### config.mk
export PLATFORM = sky130hd
export DESIGN_NAME = z80_ctl_stim
export DESIGN_NICKNAME = d
export VERILOG_FILES = /design/src/rtl/z80_stim_pkg.sv /design/src/rtl/z80_stim_chan.sv /design/src/rtl/z80_ctl_stim.sv
export SDC_FILE = /design/constraint.sdc
export NUM_CORES = 1
export LEC_CHECK = 0
export ABC_CLOCK_PERIOD_IN_PS = 4400
export CAP_MARGIN = 20
export CORE_AREA = 5 5 254 256
export CTS_BUF_LIST = sky130_fd_sc_hd__clkbuf_8
export CTS_CLUSTER_SIZE = 8
export DETAILED_ROUTE_END_ITERATION = 6
export DIE_AREA = 0 0 259 261
export HOLD_SLACK_MARGIN = 0.06
export PLACE_DENSITY = 0.7
export SYNTH_ARGS = -nofsm -noshare
export SYNTH_HDL_FRONTEND = slang
export SYNTH_HIERARCHICAL = 1
export SYNTH_SLANG_ARGS = --single-unit
export TNS_END_PERCENT = 5
### constraint.sdc
create_clock -name CLK -period 4.4 [get_ports CLK]
set_clock_uncertainty 0.2 [all_clocks]
set_input_delay 0.88 -clock CLK [delete_from_list [all_inputs] [get_ports CLK]]
set_output_delay 0.88 -clock CLK [all_outputs]
set_load 0.005 [all_outputs]
### src/rtl/z80_stim_pkg.sv
// Shared types and constants for the Z80 control-input stimulus generator.
// Optional feature macro: Z80_STIM_JITTER_EN (LFSR-based gap jitter).
package z80_stim_pkg;

    typedef enum logic [2:0] {
        IDLE,
        DELAY,
        ASSERT,
        GAP,
        DONE
    } stim_state_t;

    localparam logic [1:0] CFG_DELAY  = 2'd0;
    localparam logic [1:0] CFG_WIDTH  = 2'd1;
    localparam logic [1:0] CFG_PERIOD = 2'd2;
    localparam logic [1:0] CFG_JITTER = 2'd3;

    // x^8 + x^6 + x^5 + x^4 + 1, shifted left, feedback from bits 7,5,4,3
    localparam logic [7:0] LFSR_SEED = 8'hA5;
    localparam logic [7:0] LFSR_TAPS = 8'hB8;

    function automatic logic [7:0] lfsr_next(input logic [7:0] cur);
        return {cur[6:0], ^(cur & LFSR_TAPS)};
    endfunction

endpackage

### src/rtl/z80_stim_chan.sv
// One stimulus channel: delay, active-low pulse, optional periodic gap.
// A jitter term (zero when Z80_STIM_JITTER_EN is undefined) stretches each gap.
module z80_stim_chan
    import z80_stim_pkg::*;
#(
    parameter int unsigned CNT_W = 16
) (
    input  logic             CLK,
    input  logic             RESET,
    input  logic             start,
    input  logic             stop,
    input  logic [CNT_W-1:0] delay,
    input  logic [CNT_W-1:0] width,
    input  logic [CNT_W-1:0] period,
    input  logic [7:0]       jit,
    output logic             out_n,
    output logic             busy,
    output logic             done
);

    // One spare bit so gap + jitter never wraps
    localparam int unsigned CW = CNT_W + 1;

    stim_state_t      state_q, state_d;
    logic [CW-1:0]    cnt_q, cnt_d;
    logic [CW-1:0]    gap_base, gap_load;
    logic [CNT_W-1:0] w_q, w_d, p_q, p_d;
    logic             out_n_q, out_n_d;
    logic             busy_q, busy_d;
    logic             done_q, done_d;

    // Gap length loaded at the end of each pulse in periodic mode
    always_comb begin
        gap_base = (p_q > w_q) ? {1'b0, p_q - w_q} : CW'(1);
        gap_load = gap_base + CW'(jit);
    end

    // Next-state and registered-output logic
    always_comb begin
        state_d = state_q;
        cnt_d   = cnt_q;
        w_d     = w_q;
        p_d     = p_q;
        out_n_d = out_n_q;
        busy_d  = busy_q;
        done_d  = done_q;
        if (stop) begin
            state_d = IDLE;
            out_n_d = 1'b1;
            busy_d  = 1'b0;
        end else begin
            unique case (state_q)
                IDLE, DONE: begin
                    if (start) begin
                        state_d = DELAY;
                        cnt_d   = {1'b0, delay};
                        w_d     = (width == '0) ? CNT_W'(1) : width;
                        p_d     = period;
                        busy_d  = 1'b1;
                        done_d  = 1'b0;
                    end
                end
                DELAY: begin
                    if (cnt_q == '0) begin
                        state_d = ASSERT;
                        out_n_d = 1'b0;
                        cnt_d   = {1'b0, w_q};
                    end else begin
                        cnt_d = cnt_q - CW'(1);
                    end
                end
                ASSERT: begin
                    if (cnt_q <= CW'(1)) begin
                        out_n_d = 1'b1;
                        if (p_q == '0) begin
                            state_d = DONE;
                            done_d  = 1'b1;
                            busy_d  = 1'b0;
                        end else begin
                            state_d = GAP;
                            cnt_d   = gap_load;
                        end
                    end else begin
                        cnt_d = cnt_q - CW'(1);
                    end
                end
                GAP: begin
                    if (cnt_q <= CW'(1)) begin
                        state_d = ASSERT;
                        out_n_d = 1'b0;
                        cnt_d   = {1'b0, w_q};
                    end else begin
                        cnt_d = cnt_q - CW'(1);
                    end
                end
                default: state_d = IDLE;
            endcase
        end
    end

    // State register with synchronous reset
    always_ff @(posedge CLK) begin
        if (RESET) begin
            state_q <= IDLE;
            cnt_q   <= '0;
            w_q     <= '0;
            p_q     <= '0;
            out_n_q <= 1'b1;
            busy_q  <= 1'b0;
            done_q  <= 1'b0;
        end else begin
            state_q <= state_d;
            cnt_q   <= cnt_d;
            w_q     <= w_d;
            p_q     <= p_d;
            out_n_q <= out_n_d;
            busy_q  <= busy_d;
            done_q  <= done_d;
        end
    end

    assign out_n = out_n_q;
    assign busy  = busy_q;
    assign done  = done_q;

endmodule

### src/rtl/z80_ctl_stim.sv
// Programmable generator for the Z80 active-low control inputs.
// Holds per-channel config registers and instantiates one FSM per channel.
// Optional macro Z80_STIM_JITTER_EN adds a shared LFSR and per-channel jitter masks.
module z80_ctl_stim
    import z80_stim_pkg::*;
#(
    parameter int NUM_CH = 5,
    parameter int CNT_W  = 16
) (
    input  logic                      CLK,
    input  logic                      RESET,
    input  logic                      cfg_we,
    input  logic [$clog2(NUM_CH)-1:0] cfg_ch,
    input  logic [1:0]                cfg_sel,
    input  logic [CNT_W-1:0]          cfg_data,
    input  logic [NUM_CH-1:0]         start,
    input  logic [NUM_CH-1:0]         stop,
    output logic [NUM_CH-1:0]         out_n,
    output logic [NUM_CH-1:0]         busy,
    output logic [NUM_CH-1:0]         done
);

    logic [CNT_W-1:0] delay_q  [NUM_CH];
    logic [CNT_W-1:0] width_q  [NUM_CH];
    logic [CNT_W-1:0] period_q [NUM_CH];
    logic [7:0]       jit      [NUM_CH];
    logic             cfg_ok;

    // Writes to a non-existent channel are dropped
    assign cfg_ok = cfg_we && (int'(cfg_ch) < NUM_CH);

`ifdef Z80_STIM_JITTER_EN
    logic [7:0] lfsr_q;
    logic [7:0] mask_q [NUM_CH];

    // Free-running shared LFSR
    always_ff @(posedge CLK) begin
        if (RESET) lfsr_q <= LFSR_SEED;
        else       lfsr_q <= lfsr_next(lfsr_q);
    end
`endif

    // Config register file; a running channel keeps its latched copy
    always_ff @(posedge CLK) begin
        if (RESET) begin
            for (int i = 0; i < NUM_CH; i++) begin
                delay_q[i]  <= '0;
                width_q[i]  <= '0;
                period_q[i] <= '0;
`ifdef Z80_STIM_JITTER_EN
                mask_q[i]   <= '0;
`endif
            end
        end else if (cfg_ok) begin
            case (cfg_sel)
                CFG_DELAY:  delay_q[cfg_ch]  <= cfg_data;
                CFG_WIDTH:  width_q[cfg_ch]  <= cfg_data;
                CFG_PERIOD: period_q[cfg_ch] <= cfg_data;
`ifdef Z80_STIM_JITTER_EN
                CFG_JITTER: mask_q[cfg_ch]   <= cfg_data[7:0];
`endif
                default: ;
            endcase
        end
    end

    for (genvar g = 0; g < NUM_CH; g++) begin : g_ch
`ifdef Z80_STIM_JITTER_EN
        assign jit[g] = lfsr_q & mask_q[g];
`else
        assign jit[g] = 8'h00;
`endif

        z80_stim_chan #(
            .CNT_W (CNT_W)
        ) u_chan (
            .CLK    (CLK),
            .RESET  (RESET),
            .start  (start[g]),
            .stop   (stop[g]),
            .delay  (delay_q[g]),
            .width  (width_q[g]),
            .period (period_q[g]),
            .jit    (jit[g]),
            .out_n  (out_n[g]),
            .busy   (busy[g]),
            .done   (done[g])
        );
    end

endmodule
# [Yosys cells after proc, flatten, opt, wreduce, memory -nomap -nowiden]
# Memories as Yosys holds them, arrays and structs flattened. A register that Yosys moved wholly into a read port is not among the register bits.
# Cells that the tools add are included.
[word_totals] mem_count=3 in_bits=34 reg_bits=195 mem_bits_rw=240
[memory_table] name="delay_q" depth=5 width=16 rd=5 rd_clocked_by_memory_dff=0 write_ports=5 line="z80_ctl_stim.sv:23" text="logic [CNT_W-1:0] delay_q [NUM_CH];"
[memory_table] name="period_q" depth=5 width=16 rd=5 rd_clocked_by_memory_dff=5 write_ports=5 line="z80_ctl_stim.sv:25" text="logic [CNT_W-1:0] period_q [NUM_CH];"
[memory_table] name="width_q" depth=5 width=16 rd=5 rd_clocked_by_memory_dff=0 write_ports=5 line="z80_ctl_stim.sv:24" text="logic [CNT_W-1:0] width_q [NUM_CH];"
[op_classes] magnitude_cmp=11 bitwise=5 n_addsub=10 eq_ne=52 n_reduce_logical=80 muxes=153
[ops] operator="$mux 17" n=25
[ops] operator="$pmux 17 s4" n=5
[ops] operator="$mux 16" n=13
[ops] operator="$logic_not 16->1" n=10
[ops] operator="$le 17x1->1 const B" n=5
[ops] operator="$logic_not 17->1" n=5
[ops] operator="$sub 17x1->17 const B" n=5
[ops] operator="$mux 3" n=28
[ops] operator="$gt 16x16->1" n=5
[ops] operator="$reduce_and 4->1" n=20
[ops] operator="$sub 16x16->16" n=5
[ops] operator="$mux 1" n=62
[ops] operator="$pmux 3 s4" n=5
[ops] operator="$reduce_or 16->1" n=3
[ops] operator="$ne 2x1->1 const B" n=20
[ops] operator="$eq 3x2->1 const B" n=10
[ops] operator="$reduce_and 5->1" n=5
[ops] operator="$pmux 1 s2" n=10
[ops] operator="$reduce_bool 4->1" n=5
[ops] operator="$reduce_or 2->1" n=10
[ops] operator="$eq 3x1->1 const B" n=5
[ops] operator="$eq 3x3->1 const B" n=5
[ops] operator="$logic_not 3->1" n=5
[ops] operator="$ne 3x3->1 const B" n=5
[ops] operator="other kinds (11)" n=35

# [Logic depth before layout (Yosys ltp)]
# Gate-level depths: netlist of run 1.
[depth] depth_word=7 depth_mapped=20 ltp_nobuf=20

# [Modules after synthesis]
# The synthesis of run 1 kept the hierarchy.
[by_module_without_submodules] module="z80_ctl_stim" instances=1 area_per_inst_um2=9510.4 cells_each=602
[by_module_without_submodules] module="z80_stim_chan (g_ch[0].u_chan ...)" instances=2 area_per_inst_um2=4376.7 cells_each=592
[by_module_without_submodules] module="z80_stim_chan (g_ch[2].u_chan ...)" instances=2 area_per_inst_um2=4261.6 cells_each=579
[by_module_without_submodules] module="z80_stim_chan (g_ch[4].u_chan)" instances=1 area_per_inst_um2=4521.8 cells_each=612

# [Least setup slack after synthesis of run 1]
# OpenSTA, ideal clock, no wires.
[synth_timing] kind="register to register" from="reg g_ch[2].u_chan.p_q[0] (read register of period_q)" to="reg g_ch[2].u_chan.cnt_q[3]" synth_period_minus_slack_ps=3612 path_stages_with_launch=18 required_time_ps=4072 arrival_time_ps=3285 setup_slack_ps=788 path_buffers=1 path_cell_list="dfxtp_1 > inv_1 > ha_1 > inv_1 > fa_1 > a21o_1 > a21oi_1 > o31a_1 > a31o_2 > clkbuf_1 > nor2_1 > ha_1 > a211oi_1 > nor2_1 > a222oi_1 > o21ai_0 > a22oi_1 > nor2_1"
[synth_via] elab_chain_len=5
[synth_lines] element="from (decl)" line="z80_stim_chan.sv:27" text="logic [CNT_W-1:0] w_q, w_d, p_q, p_d;"
[synth_lines] element="$sub 16x16->16 / $gt 16x16->1 (equally long branches)" line="z80_stim_chan.sv:34" text="gap_base = (p_q > w_q) ? {1'b0, p_q - w_q} : CW'(1);"
[synth_lines] element="$mux 16" line="z80_stim_chan.sv:34"
[synth_lines] element="$mux 17" line="z80_stim_chan.sv:75" text="if (p_q == '0) begin"
[synth_lines] element="$mux 17" line="z80_stim_chan.sv:73" text="if (cnt_q <= CW'(1)) begin"
[synth_lines] element="$pmux 17 s4" line="z80_stim_chan.sv:52" text="unique case (state_q)"
[synth_lines] element="to (signal assigned)" line="z80_stim_chan.sv:113" text="cnt_q <= cnt_d;"
[synth_lines] element="to (decl)" line="z80_stim_chan.sv:25" text="logic [CW-1:0] cnt_q, cnt_d;"
# Several ways; a longest one is shown, not always the timed one. The select of a mux whose other input is x is not followed.
# A chain may end at the register's enable or synchronous reset.

# [Final worst setup path of run 1]
# Ends and elaborated chain as after synthesis.

==> results of run 1 <==
==> state kept, by name (all words and copies together) (netlist names) <==
register / cells
g_ch.u_chan/done: 5
g_ch.u_chan/p_q: 80
g_ch.u_chan/cnt_q: 85
g_ch.u_chan/busy: 5
g_ch.u_chan/out_n: 5
delay_q: 80
period_q: 80
g_ch.u_chan/state_q: 15
g_ch.u_chan/w_q: 80
width_q: 80
==> worst max-delay path: cells and delay by family (launching register included) <==
family	cells	cell delay, ns
AO/OA/AOI/OAI	8	1.90
adder cells (fa/ha/maj)	3	0.92
buffers and inverters	2	0.13
flip-flops	1	0.32
AND/OR/NAND/NOR	3	0.21
==> worst max-delay path by stage <==
stage	cells past startpoint	slack [ns]	to	start
floorplan	17	0.79	g_ch[2].u_chan/cnt_q[3]	g_ch[2].u_chan/p_q[0]
global placement	16	0.70	g_ch[2].u_chan/cnt_q[3]	g_ch[2].u_chan/p_q[0]
detailed placement	16	0.66	g_ch[2].u_chan/cnt_q[3]	g_ch[2].u_chan/p_q[0]
CTS	16	0.59	g_ch[2].u_chan/cnt_q[3]	g_ch[2].u_chan/p_q[0]
global route	16	0.28	g_ch[2].u_chan/cnt_q[3]	g_ch[2].u_chan/p_q[0]
finish	16	0.57	g_ch[2].u_chan/cnt_q[3]	g_ch[2].u_chan/p_q[0]
==> layout make-up <==
class	instances	area (µm²)	area share
timing repair buffer	106	933	0.0273
multi-input combinational	2756	17300	0.505
clock buffer	94	1290	0.0378
antenna	2	5.00	0.000146
inverter	119	447	0.0131
tap	846	1060	0.0310
sequential	515	12700	0.372
clock inverter	71	460	0.0135
==> cell usage after synthesis, types with 9 or more instances <==
master	n	share of area
a2111oi_0	12	0.0034
a211oi_1	40	0.0096
a21o_1	43	0.010
a21oi_1	341	0.055
a221o_1	10	0.0032
a221oi_1	24	0.0067
a222oi_1	15	0.0048
a22oi_1	32	0.0077
a31oi_1	31	0.0062
a41oi_1	11	0.0031
and2_1	17	0.0034
and3_1	176	0.035
and4_1	23	0.0064
and4b_1	18	0.0058
buf_2	31	0.0050
clkbuf_1	145	0.017
clkbuf_8	16	0.0070
dfxtp_1	275	0.18
edfxtp_1	240	0.23
fa_1	10	0.0064
ha_1	130	0.052
inv_1	119	0.014
nand2_1	501	0.060
nand2b_1	34	0.0068
nand3_1	42	0.0067
nand4_1	32	0.0064
nand4b_1	16	0.0045
nor2_1	293	0.035
nor2_2	19	0.0038
nor2b_1	18	0.0036
nor3_1	105	0.017
nor3b_1	10	0.0024
nor4_1	66	0.013
nor4_4	10	0.0068
o211ai_1	36	0.0086
o21a_1	32	0.0077
o21ai_0	146	0.023
o21ai_1	23	0.0037
o31a_1	9	0.0025
o31ai_1	10	0.0024
or2_2	14	0.0028
or3_1	21	0.0042
xnor2_1	84	0.023
xor2_1	44	0.012
==> through the flow <==
step                hold slack [ns]  worst slack, ns   util
global placement              0.246            0.697  0.521
global route                  0.291            0.285  0.549
detailed placement            0.248            0.657  0.521
floorplan                     0.244            0.788      -
finish                        0.254            0.571  0.549
CTS                           0.256            0.593  0.549
==> kinds of logic (layout without fill, tap and decap cells) <==
family,Yosys count,after routing,share of synthesized area
flops,515,515,0.406
compound gates,946,946,0.200
buf+inv,329,390,0.0483
mux,9,9,0.00292
xor+xnor,130,130,0.0368
fa+ha+maj,140,140,0.0583
simple gates,1486,1486,0.247
other cells,1,47,0.000120
==> power groups by stage <==
stage               registers, µW  logic, µW  clock network [µW]
floorplan                    5510       2960                   0
detailed placement           5610       3730                   0
CTS                          5510       3750                4450
finish                       5520       3830                4370
global placement             5610       3710                   0
global route                 5540       4220                4680
==> metal layers <==
layer	global-route usage	up-vias	share of wire
li1	-	13100	-
met1	0.349	13000	0.43
met2	0.419	979	0.46
met3	0.0410	196	0.067
met4	0.0874	2	0.035
met5	0	-	0.00014
==> results.txt, run 1 <==
Drc violations: 0
Initial antenna violation count: 7
Flop pwr share: 0.402
Ports: 49
Total number of vias: 27300
Routed wire length: 90.0 mm
PD cells: 401 nW/µm²
CP Max Fanout: 11
Largest net degree at the start of global routing: 81
Leading cell type in the layout, fill and taps excluded: nand2_1
Hold Startpoint: g_ch[4].u_chan/busy
Post-synthesis cell type count: 115
Crit share post-route: 0.870
Die Y: 261 µm
DIE AREA: 67600 µm²
EDFF count, synth: 240
Post_cts resized: 0
Hold path depth: 2
Most frequent cells in the layout: nand2_1, a21oi_1, nor2_1
Worst-path cell chain: inv_1 > ha_1 > inv_1 > fa_1 > a21o_1 > a21oi_1 > o31a_1 > a31o_2 > nor2_1 > ha_1 > a211oi_1 > nor2_1 > a222oi_1 > o21ai_0 > a22oi_1 > nor2_1
Total negative slack: 0 ns
Placed inst area: 32400 µm²
WS Path Type: flip-flop to flip-flop
Final setup violation count: 0
DRT iter0 DRCs: 2389
Starting Density: 0.503
First-pass DRT Iterations: 6
Row cnt: 92
Clock network power share: 0.319
R2R cell count: 16
Setup crit start kind: flip-flop
Filler cells: 5768
Slew HR: 0.233
Fmax: 0.261 GHz
Core area: 62300 µm²
Sequential area share after synthesis: 0.406
GR Overflow Total: 0
Net count, final: 3761
Non-Filler Instances: 4509
Layout cells sized above 1: 0.0888
Design Power: 13700 µW
Switching share of power: 0.342
Reg-to-reg slack, setup: 0.57 ns
Mapped cell area: 31300 µm²
Post-Syn Instances: 3556
NetSw: 4690 µW
Combinational power share: 0.279
Worst setup EP type: flip-flop
Arr. time, crit path: 4.17 ns
Root Buffer: clkbuf_8
Sink Count: 515
Vias/cell: 6.05
Reg2Reg Capture Point: g_ch[2].u_chan/cnt_q[3]
Run status: complete, no violations
Yosys warns: 6
CTS tree: yes
Reg-to-Reg Start: g_ch[2].u_chan/p_q[0]
I/O Buffers: 48
Slowest stage cell, crit path: fa_1
Crit-path most repeated cell: nor2_1
Num CTS Buffers: 89
GPL Wtd Cong: 0.921
Final Cell Area: 34200 µm²
Final hold violations: 0
Max-slew violations: 0
CTS clk-pin slew, worst paths: 0.06 ns
Worst vdd ir: 0.278 mV
Worst hold endpoint: g_ch[4].u_chan/busy
Synthesized area per cell: 8.80 µm²
Async set or reset register ratio after synthesis: 0
Cts hold-fix bufs: 0
Min Tclk post-route: 3.83 ns
Req. time, crit path: 4.74 ns
WL per Instance: 20.0 µm
Clock latency on the worst-skew pair: 0.70 ns
Min-delay worst type: flip-flop to flip-flop
Die span in x: 259 µm
Max Cap Viol: 0
Seq cells post-synth: 515
Postcts setup bufs: 0
Global Route Usage Sum: 0.256
Dpl hpwl: 62.7 mm
Crit path largest cell delay: 0.45 ns
First-pass GRT wire length: 140 mm
Vias in the first global route: 25400
Clk buf depth: 3
Post-DRT Antenna Nets: 0
Static Leak: 0.0131 µW
Worst slew pin tran: 1.15 ns
H-tree levels: 3
Inst Count DP: 4342
Primary FF master, synth: dfxtp_1
Area Overhead vs Synth: 9.19%
Int Pwr: 9030 µW
RSZ-0062 raised after global routing: no
Note: power is estimated with default switching activity, not from simulation.
==> run 2, diff against run 1 <==
CORE_AREA = 5 5 241 243   (was 5 5 254 256)
DIE_AREA = 0 0 246 248   (was 0 0 259 261)
SYNTH_HIERARCHICAL = not set   (was 1)
==> results.txt, run 2 <==
Min Tclk post-route: 3.60 ns
Top cells by instance count after synthesis: nand2_1, a21oi_1, dfxtp_1
Worst-path cell chain: inv_1 > ha_1 > fa_1 > nand2b_1 > a211o_1 > a311oi_1 > nand3b_1 > nand3b_1 > nor3_2 > a31oi_1 > o41ai_1
Routed wire length: 84.1 mm
Worst Slack Setup Final: 0.799 ns
GRT busiest layer: met2
Worst setup EP type: flip-flop
Biggest register: g_ch.u_chan.cnt_q
I/O Buffers: 48
Initial antenna violation count: 6
Slew HR: 0.262
WS Path Type: flip-flop to flip-flop
Multiplexer area fraction after synthesis: 0.00298
Flop pwr share: 0.441
Post-Synth Adder-Cell Area: 0.0459
Row cnt: 87
Core area: 55700 µm²
Clk buf depth: 3
Num CTS Buffers: 90
Fmax: 0.278 GHz
Most frequent cells in the layout: nand2_1, a21oi_1, dfxtp_1
Buffers & Inverters on Critical Path: 1
Postcts setup bufs: 0
Int Pwr: 8610 µW
Post-synthesis cell type count: 97
Syn_nets: 3284
Clock network power share: 0.349
Static Leak: 0.0113 µW
H-tree levels: 3
Fin Hold WS: 0.263 ns
CP startpoint: g_ch[3].u_chan.p_q[0]
Mapped cell area: 28100 µm²
Leading cell type in the layout, fill and taps excluded: nand2_1
Starting Density: 0.504
Die Y: 248 µm
Max-slew violations: 0
Max Cap Viol: 0
R2R cell count: 11
Run status: complete, no violations
Placement Setup Slack: 0.673 ns
Primary FF master, synth: dfxtp_1
Post-synthesis simple-gate area fraction: 0.230
Synth area leaders: edfxtp_1, dfxtp_1, nand2_1
WL per Instance: 21.1 µm
Reg-to-Reg Start: g_ch[3].u_chan.p_q[0]
DRT iter0 DRCs: 2308
First-pass GRT wire length: 130 mm
Hold path depth: 2
DIE AREA: 61000 µm²
PD cells: 405 nW/µm²
Worst vdd ir: 0.224 mV
Ports: 49
GR Overflow Total: 0
Final Cell Area: 31000 µm²
Drc violations: 0
Req. time, crit path: 4.78 ns
Reg-to-reg slack, setup: 0.80 ns
Net count, final: 3293
Largest family of logic cells by synthesized area: simple AND/OR/NAND/NOR gates
Synthesized area per cell: 8.92 µm²
Met3 usage: 0.0432
Crit share post-route: 0.818
Final hold violations: 0
Global Route Usage Sum: 0.270
Min-delay worst type: flip-flop to flip-flop
GPL Wtd Cong: 0.948
Cts hold-fix bufs: 0
Largest net degree at the start of global routing: 204
Met1 Resource Use GR: 0.362
Root Buffer: clkbuf_8
Synth top area share: 0.257
Termination of the worst setup path: g_ch[3].u_chan.cnt_q[2]
Slowest stage cell, crit path: a311oi_1
Sink Count: 515
Vias in the first global route: 23100
Most common cell in the netlist: nand2_1
Sequential area share after synthesis: 0.453
Yosys warns: 0
Post_cts resized: 0
NetSw: 3950 µW
Total negative slack: 0 ns
Die span in x: 246 µm
Vias/cell: 6.05
Crit-path most repeated cell: nand3b_1
Met2 usage: 0.441
EDFF count, synth: 240
Compound-Gate Fraction of Synth Area: 0.193
Post-Syn Instances: 3150
Async set or reset register ratio after synthesis: 0
Arr. time, crit path: 3.98 ns
Worst slew pin tran: 1.10 ns
Combinational power share: 0.210
Setup crit start kind: flip-flop
Seq cells post-synth: 515
Crit path largest cell delay: 0.47 ns
Cell family with most CP delay: compound AO/OA/AOI/OAI gates
Final setup violation count: 0
Placed inst area: 29200 µm²
CTS tree: yes
Synth area leader: edfxtp_1
Switching share of power: 0.315
Post-DRT Antenna Nets: 0
CTS clk-pin slew, worst paths: 0.06 ns
Clock latency on the worst-skew pair: 0.70 ns
RSZ-0062 raised after global routing: no
CP Max Fanout: 7
Max FFs per register: 85
First-pass DRT Iterations: 7
XOR/XNOR share of the synthesized area: 0.0309
Layout cells sized above 1: 0.0801
Total number of vias: 24100
Area Overhead vs Synth: 10.3%
Dpl hpwl: 56.4 mm
Reg2Reg Capture Point: g_ch[3].u_chan.cnt_q[2]
Critical Path Stages: 11
==> run 2: cell count changes after synthesis, moves of 18 or more <==
cell	change
nand2_1	-66
xnor2_1	-28
nor3_1	-28
a21oi_1	-22
o21ai_0	+22
nor2_2	-18
and2_1	+239
ha_1	-35
and3_1	-165
nor2_1	-103
==> run 2: how the worst min path moves through the flow <==
stage | start | end | slack (ns)
after floorplan | g_ch[4].u_chan.w_q[3] | g_ch[4].u_chan.w_q[3] | 0.24
after global placement | g_ch[1].u_chan.out_n | g_ch[1].u_chan.out_n | 0.25
after detailed placement | g_ch[4].u_chan.w_q[3] | g_ch[4].u_chan.w_q[3] | 0.25
after CTS | RESET | g_ch[3].u_chan.cnt_q[16] | 0.27
after global routing | g_ch[2].u_chan.busy | g_ch[2].u_chan.busy | 0.29
final | g_ch[2].u_chan.busy | g_ch[2].u_chan.busy | 0.26
==> run 2: layout make-up <==
| type | count | area [µm²] |
|---|---|---|
| Antenna cell | 1 | 2.50 |
| Clock buffer | 101 | 1390 |
| Clock inverter | 64 | 390 |
| Fill cell | 5073 | 24800 |
| Inverter | 125 | 469 |
| Multi-Input combinational cell | 2322 | 14100 |
| Sequential cell | 515 | 12700 |
| Tap cell | 756 | 946 |
| Timing Repair Buffer | 105 | 935 |
==> run 2: worst reg2reg max path: stages (launching register included) <==
cell and delay [ns]:
dfxtp_1 0.34, inv_1 0.05, ha_1 0.21, fa_1 0.38, nand2b_1 0.19, a211o_1 0.31, a311oi_1 0.47, nand3b_1 0.22
nand3b_1 0.21, nor3_2 0.44, a31oi_1 0.16, o41ai_1 0.32
==> run 2: cells by family after synthesis <==
logic type      after synthesis
compound gates              849
xor+xnor                     99
fa+ha+maj                   100
buf+inv                     313
flops                       515
mux                           8
simple gates               1266
==> run 2: power groups by stage <==
stage	clock network (µW)	logic, µW	registers (µW)
floorplan	0	1930	5520
global placement	0	2530	5620
detailed placement	0	2570	5620
CTS	4470	2590	5530
global route	4700	2880	5560
finish	4390	2630	5530
==> run 2: metrics by stage <==
step           power [µW]   util  instances
4_1_cts             12600  0.556       3988
2_1_floorplan        7450      -       3150
5_1_grt             13100  0.556       3989
3_5_place_dp         8190  0.524       3823
6_report            12600  0.556       3989
3_3_place_gp         8150  0.524       3823
==> run 2: routing by layer <==
metal / part of all wire / wire [µm]
met1: 0.42 / 35100
met2: 0.46 / 38900
met3: 0.077 / 6480
met4: 0.043 / 3610
met5: 0 / 0
